--- config.mk ---
export PLATFORM = sky130hd
export DESIGN_NAME = seg7_capture_flat
export DESIGN_NICKNAME = d
export VERILOG_FILES = /design/src/rtl/seg7_pkg.sv /design/src/rtl/seg7_capture_if.sv /design/src/rtl/seg_to_bcd.sv /design/src/rtl/seg7_capture.sv /design/src/flat_wrapper.sv
export SDC_FILE = /design/constraint.sdc
export NUM_CORES = 1
export LEC_CHECK = 0
export CAP_MARGIN = 25
export CORE_MARGIN = 3
export CORE_UTILIZATION = 48
export CTS_CLUSTER_SIZE = 25
export DETAILED_ROUTE_END_ITERATION = 10
export GPL_ROUTABILITY_DRIVEN = 1
export PLACE_DENSITY = 0.82
export SYNTH_ARGS = -nofsm -noshare
export SYNTH_HDL_FRONTEND = slang
export SYNTH_HIERARCHICAL = 1
export SYNTH_SLANG_ARGS = --single-unit
--- constraint.sdc ---
create_clock -name clk -period 2 [get_ports clk]
set_input_delay 0.4 -clock clk [delete_from_list [all_inputs] [get_ports clk]]
set_output_delay 0.4 -clock clk [all_outputs]
set_load 0.05 [all_outputs]
--- src/rtl/seg7_pkg.sv ---
// Shared constants, types and helpers for the 7-segment display capture block.
package seg7_pkg;

  localparam int unsigned DIGITS = 4;
  localparam int unsigned SEG_W  = 7;
  localparam int unsigned CODE_W = 4;
  localparam int unsigned CNT_W  = 8;

  // Active-high segment patterns, bit0 = a ... bit6 = g
  localparam logic [SEG_W-1:0] SEG_0     = 7'h3F;
  localparam logic [SEG_W-1:0] SEG_1     = 7'h06;
  localparam logic [SEG_W-1:0] SEG_2     = 7'h5B;
  localparam logic [SEG_W-1:0] SEG_3     = 7'h4F;
  localparam logic [SEG_W-1:0] SEG_4     = 7'h66;
  localparam logic [SEG_W-1:0] SEG_5     = 7'h6D;
  localparam logic [SEG_W-1:0] SEG_6     = 7'h7D;
  localparam logic [SEG_W-1:0] SEG_7     = 7'h07;
  localparam logic [SEG_W-1:0] SEG_8     = 7'h7F;
  localparam logic [SEG_W-1:0] SEG_9     = 7'h6F;
  localparam logic [SEG_W-1:0] SEG_BLANK = 7'h00;

  localparam logic [CODE_W-1:0] CODE_BLANK = 4'hF;
  localparam logic [CODE_W-1:0] CODE_ERR   = 4'hE;

  typedef enum logic [1:0] {
    IDLE,
    SETTLE,
    HOLD
  } state_t;

  // One sample of the multiplexed display bus
  typedef struct packed {
    logic [DIGITS-1:0] sel;
    logic [SEG_W-1:0]  seg;
  } disp_sample_t;

  // True when exactly one digit enable is active
  function automatic logic is_onehot(input logic [DIGITS-1:0] v);
    return (v != '0) && ((v & (v - DIGITS'(1))) == '0);
  endfunction

  // Digit index of a one-hot enable (only meaningful when v is one-hot)
  function automatic logic [1:0] sel_index(input logic [DIGITS-1:0] v);
    logic [1:0] idx;
    idx = 2'd0;
    for (int i = 0; i < int'(DIGITS); i++) begin
      if (v[i]) idx = 2'(i);
    end
    return idx;
  endfunction

endpackage

--- src/rtl/seg7_capture_if.sv ---
// Display bus in, captured digit state out.
interface seg7_capture_if;
  import seg7_pkg::*;

  logic [DIGITS-1:0]        digit_sel;
  logic [SEG_W-1:0]         segment;
  logic [DIGITS*CODE_W-1:0] digits;
  logic [DIGITS-1:0]        digit_valid;
  logic [DIGITS-1:0]        digit_err;
  logic                     capture_stb;
  logic                     frame_valid;

  // Display driver side: drives the scan bus, observes captures
  modport master (
    output digit_sel,
    output segment,
    input  digits,
    input  digit_valid,
    input  digit_err,
    input  capture_stb,
    input  frame_valid
  );

  // Capture block side
  modport slave (
    input  digit_sel,
    input  segment,
    output digits,
    output digit_valid,
    output digit_err,
    output capture_stb,
    output frame_valid
  );

endinterface

--- src/rtl/seg_to_bcd.sv ---
// Combinational segment-pattern to digit-code decoder; unknown patterns map to CODE_ERR.
module seg_to_bcd
  import seg7_pkg::*;
(
  input  logic [SEG_W-1:0]  segment,
  output logic [CODE_W-1:0] value_c,
  output logic              invalid_c
);

  // Pattern lookup with error fallback
  always_comb begin
    value_c   = CODE_ERR;
    invalid_c = 1'b1;
    case (segment)
      SEG_0:     begin value_c = 4'd0;       invalid_c = 1'b0; end
      SEG_1:     begin value_c = 4'd1;       invalid_c = 1'b0; end
      SEG_2:     begin value_c = 4'd2;       invalid_c = 1'b0; end
      SEG_3:     begin value_c = 4'd3;       invalid_c = 1'b0; end
      SEG_4:     begin value_c = 4'd4;       invalid_c = 1'b0; end
      SEG_5:     begin value_c = 4'd5;       invalid_c = 1'b0; end
      SEG_6:     begin value_c = 4'd6;       invalid_c = 1'b0; end
      SEG_7:     begin value_c = 4'd7;       invalid_c = 1'b0; end
      SEG_8:     begin value_c = 4'd8;       invalid_c = 1'b0; end
      SEG_9:     begin value_c = 4'd9;       invalid_c = 1'b0; end
      SEG_BLANK: begin value_c = CODE_BLANK; invalid_c = 1'b0; end
      default:   begin value_c = CODE_ERR;   invalid_c = 1'b1; end
    endcase
  end

endmodule

--- src/rtl/seg7_capture.sv ---
// Captures digits from a multiplexed 4-digit 7-segment bus once each
// one-hot {digit_sel, segment} sample has been stable for STABLE_CYCLES clocks.
module seg7_capture
  import seg7_pkg::*;
#(
  parameter int unsigned STABLE_CYCLES = 4
) (
  input  logic          clk,
  input  logic          rst,
  seg7_capture_if.slave bus
);

  if (STABLE_CYCLES < 2 || STABLE_CYCLES > 255) begin : g_bad_param
    $error("seg7_capture: STABLE_CYCLES must be within 2..255");
  end

  localparam logic [CNT_W-1:0] CNT_MAX = CNT_W'(STABLE_CYCLES);
  localparam logic [CNT_W-1:0] CNT_ONE = CNT_W'(1);

  state_t                        state;
  disp_sample_t                  lat;
  logic [CNT_W-1:0]              cnt;
  logic [DIGITS-1:0]             mask;
  logic [DIGITS-1:0][CODE_W-1:0] digit_q;
  logic [DIGITS-1:0]             valid_q;
  logic [DIGITS-1:0]             err_q;
  logic                          stb_q;
  logic                          frame_q;

  disp_sample_t      cur_c;
  logic              cur_onehot_c;
  logic              same_c;
  logic [CNT_W-1:0]  cnt_inc_c;
  logic [CODE_W-1:0] dec_value_c;
  logic              dec_invalid_c;
  logic [1:0]        lat_idx_c;
  logic [DIGITS-1:0] mask_next_c;

  // Current bus sample and its relation to the latched one
  assign cur_c.sel    = bus.digit_sel;
  assign cur_c.seg    = bus.segment;
  assign cur_onehot_c = is_onehot(cur_c.sel);
  assign same_c       = (cur_c == lat);
  assign cnt_inc_c    = (cnt >= CNT_MAX) ? CNT_MAX : cnt + CNT_ONE;
  assign lat_idx_c    = sel_index(lat.sel);
  assign mask_next_c  = mask | lat.sel;

  // Decode the latched pattern; it equals the bus value on the capture cycle
  seg_to_bcd u_dec (
    .segment   (lat.seg),
    .value_c   (dec_value_c),
    .invalid_c (dec_invalid_c)
  );

  // Stability FSM, digit registers and frame tracking
  always_ff @(posedge clk or negedge rst) begin
    if (!rst) begin
      state   <= IDLE;
      lat     <= '0;
      cnt     <= '0;
      mask    <= '0;
      digit_q <= '0;
      valid_q <= '0;
      err_q   <= '0;
      stb_q   <= 1'b0;
      frame_q <= 1'b0;
    end else begin
      stb_q   <= 1'b0;
      frame_q <= 1'b0;
      case (state)
        IDLE: begin
          if (cur_onehot_c) begin
            lat   <= cur_c;
            cnt   <= CNT_ONE;
            state <= SETTLE;
          end
        end

        SETTLE: begin
          if (same_c) begin
            cnt <= cnt_inc_c;
            if (cnt_inc_c == CNT_MAX) begin
              digit_q[lat_idx_c] <= dec_value_c;
              valid_q[lat_idx_c] <= 1'b1;
              err_q[lat_idx_c]   <= dec_invalid_c;
              stb_q              <= 1'b1;
              if (mask_next_c == '1) begin
                frame_q <= 1'b1;
                mask    <= '0;
              end else begin
                mask    <= mask_next_c;
              end
              state <= HOLD;
            end
          end else if (cur_onehot_c) begin
            lat <= cur_c;
            cnt <= CNT_ONE;
          end else begin
            cnt   <= '0;
            state <= IDLE;
          end
        end

        HOLD: begin
          if (!same_c) begin
            if (cur_onehot_c) begin
              lat   <= cur_c;
              cnt   <= CNT_ONE;
              state <= SETTLE;
            end else begin
              cnt   <= '0;
              state <= IDLE;
            end
          end
        end

        default: begin
          cnt   <= '0;
          state <= IDLE;
        end
      endcase
    end
  end

  assign bus.digits      = digit_q;
  assign bus.digit_valid = valid_q;
  assign bus.digit_err   = err_q;
  assign bus.capture_stb = stb_q;
  assign bus.frame_valid = frame_q;

endmodule
--- src/flat_wrapper.sv ---
// flat-port wrapper written by rule: the top's interface ports become plain ports
module seg7_capture_flat import seg7_pkg::*;
#(
  parameter int unsigned STABLE_CYCLES = 4
)
  (clk, rst, bus_digit_sel, bus_segment, bus_digits, bus_digit_valid, bus_digit_err, bus_capture_stb, bus_frame_valid);
  seg7_capture_if bus_i ();
  input  logic clk;
  input  logic rst;
  input wire logic [$bits(bus_i.digit_sel)-1:0] bus_digit_sel;
  input wire logic [$bits(bus_i.segment)-1:0] bus_segment;
  output wire logic [$bits(bus_i.digits)-1:0] bus_digits;
  output wire logic [$bits(bus_i.digit_valid)-1:0] bus_digit_valid;
  output wire logic [$bits(bus_i.digit_err)-1:0] bus_digit_err;
  output wire logic [$bits(bus_i.capture_stb)-1:0] bus_capture_stb;
  output wire logic [$bits(bus_i.frame_valid)-1:0] bus_frame_valid;
  assign bus_i.digit_sel = bus_digit_sel;
  assign bus_i.segment = bus_segment;
  assign bus_digits = bus_i.digits;
  assign bus_digit_valid = bus_i.digit_valid;
  assign bus_digit_err = bus_i.digit_err;
  assign bus_capture_stb = bus_i.capture_stb;
  assign bus_frame_valid = bus_i.frame_valid;
  seg7_capture #(.STABLE_CYCLES(STABLE_CYCLES)) u_core (.clk(clk), .rst(rst), .bus(bus_i));
endmodule
==> summary.txt <==
Worst EP required: 2.25 ns
Die W: 78.4 um
final hold vios: 0
Critical Path AT: 2.37 ns
H-Tree Level Count: 2
most frequent cells in the layout: 46 x dfrtp_1, 41 x buf_4, 26 x clkdlybuf4s50_1
Die ar.: 6150 um^2
Via density: 5.40
DRC: 0
outcome: finished, violations left
wire per inst: 16.7 um
CP Max Fanout: 4
HP Class: in -> async
clock skew: 0.0103 ns
setup TNS: -1.92 ns
final wirelength: 6020 um
CP max stage delay: 0.46 ns
number of antenna violations at the first check in global routing: 0
fin area: 3740 um^2
synthesis-to-layout area growth: 48.4%
num ports: 39
largest area contributor in the netlist: dfrtp_1
FMAX: 471 MHz
power density over the cells: 976 nW/um^2
Max-slew headroom: 66.1%
fraction of layout cells with a size suffix above 1: 44.7%
clk slew on worst S/H paths: 0.09 ns
placed cell count: 342
violated checks: setup timing
Worst IR Drop VDD: 0.000765 V
clock root buffer: clkbuf_8
GPL Wtd Cong: 0.826
synthesized area: 2520 um^2
Seq/Total Area, Yosys: 50.7%
first-pass GRT wire length: 9230 um
Post-Layout Cell Count: 360
footprint of the multi-input gates: 1480 um^2
final antenna-violating net count: 0
CTS tree: built
Synth Register Bits: 51
Period minus WS final: 2.12 ns
RSZ-0062 raised after global routing: yes
std cell rows: 25
Die Height: 78.4 um
Reg2Reg Depth: 7
Iteration-0 DRC Markers: 103
critical-path cell list: xor2_4 -> nor4_4 -> nand4_4 -> buf_6 -> or2_0 -> or4_1 -> nand2_1
Worst R2R Start: u_core/lat[3]
Inserted Clock Buffers: 5
n_diodes: 0
Clock Latency Late Sink: 0.30 ns
Post-CTS Hold Buffers: 0
leakage power: 1.72 nW
clock sink total: 51
post-detailed-placement half-perimeter wirelength: 3980 um
Post-synth EDFFs: 0
number of max-cap violations: 0
gr ovfl total: 0
nets: 311
Sequential cell area: 1280 um^2
dpl cell area: 3260 um^2
commonest non-fill, non-tap cell in the layout: dfrtp_1
IO Port Bufs: 38
Synth cell types: 52
final setup fails: 32
Worst Max-Slew Pin Slew: 0.507 ns
CORE AREA: 4880 um^2
vias in the first global route: 1,947
Worst setup SP type: flop
crit share post-route: 106%
Clock Tree Buf Depth: 2
Crit Path Category: reg -> reg
Synth Flop Type: dfrtp_1
Mapped Cells: 205
DRT Pass-1 Iters: 4
via count: 1,943
Fill cells: 330
syn nets: 224
initial core utilization: 51.6%
Synth Warn #: 6
Synth area leaders: dfrtp_1 51%, mux2_2 12%, xor2_1 3.8%
CP endpoint kind: flop
final worst slack: -0.122 ns
async set-or-reset flop fraction in the synthesized netlist: 100%
Pins Over Slew Limit: 0
largest net degree at the start of global routing: 26
Syn Area/Cell: 12.3 um^2
overall power: 0.00365 W
slowest cell on the critical path: dfrtp_2
gr usage total: 19.0%
top cell type's share of synthesized area: 50.7%
setup slack, reg-to-reg: -0.12 ns
r2r endpoint: u_core/cnt[1]
-- kinds of logic (layout without fill, tap and decap cells) --
group	count (synthesis)	count (layout)	share of synthesized area, %
simple gates	65	65	16.7
flops	51	51	50.7
mux	34	34	15.8
compound gates	25	25	7.00
xor+xnor	12	12	4.17
buf+inv	12	100	2.58
fa+ha+maj	6	6	2.98
-- layout make-up --
type / count / area share (%)
clock buffer: 6 / 2.21
clock inverter: 2 / 0.435
inverter: 7 / 0.703
multi-input combinational: 142 / 39.5
sequential: 51 / 34.3
tap: 67 / 2.24
timing repair buffer: 85 / 20.6
-- cell usage after synthesis, types with 3 or more instances --
cell type,instances
ha_1,6
nor2_1,12
nand3_1,3
dfrtp_1,51
nand2_1,8
mux2_4,5
nor4_1,5
o22ai_1,3
nand2b_1,3
inv_1,6
nand3b_1,5
a21oi_1,9
xor2_1,11
mux2_2,27
and2_1,5
-- repair_timing --
item | 4_1_cts | 5_1_grt
endpoints found under the setup margin | 48 | 42
gates resized for setup | 27 | 39
pin swaps | 9 | 15
hold endpoints to repair | 0 | 0
buffers inserted | 3 | 7
-- state kept, by name, indices dropped and copies added, names as in the netlist --
name / cells
u_core/state: 2
u_core/lat: 11
u_core/bus.frame_valid: 1
u_core/bus.digit_err: 4
u_core/cnt: 8
u_core/bus.digits: 16
u_core/bus.capture_stb: 1
u_core/bus.digit_valid: 4
u_core/mask: 4
-- where the power goes --
group	internal (W)	switching [W]	total [W]
clock network	0.000283	0.000341	0.000624
registers	0.00118	0.000180	0.00136
logic	0.000802	0.000865	0.00167
-- routing by layer --
layer  global-route usage [%]  share of wire (%)  vias up
met2                     32.8                 51       65
met3                     3.21                4.8       10
met5                        0                  0        -
met4                     5.94                2.3        0
li1                         -                  -      916
met1                     24.4                 42      952
-- critical path, delay by kind of cell (launching register included) --
kind | cells | cell delay [ns]
buf+inv | 1 | 0.17
simple gates | 5 | 1.27
xor+xnor | 1 | 0.17
flops | 1 | 0.46
-- per-stage QoR --
| stage | util (%) | worst slack (ns) | hold slack, ns |
|---|---|---|---|
| final | 76.6 | -0.122 | 0.0208 |
| after global routing | 76.6 | -0.218 | 0.0449 |
| after CTS | 70.8 | -0.0645 | 0.0318 |
| after detailed placement | 66.8 | -0.622 | 0.367 |
| after global placement | 66.8 | -0.555 | 0.362 |
| after floorplan | - | -0.0588 | 0.104 |
-- worst max-delay path by stage --
stage                                 from                 endpoint  slack [ns]
after global placement    bus_digit_sel[2]            u_core/cnt[1]       -0.56
after floorplan              u_core/lat[9]  u_core/bus.digit_err[2]       -0.06
after global routing         u_core/lat[3]            u_core/cnt[1]       -0.22
after detailed placement  bus_digit_sel[2]     u_core/bus.digits[9]       -0.62
after CTS                   u_core/lat[10]            u_core/cnt[1]       -0.06
final                        u_core/lat[3]            u_core/cnt[1]       -0.12
Note: power is estimated with default switching activity, not from simulation.
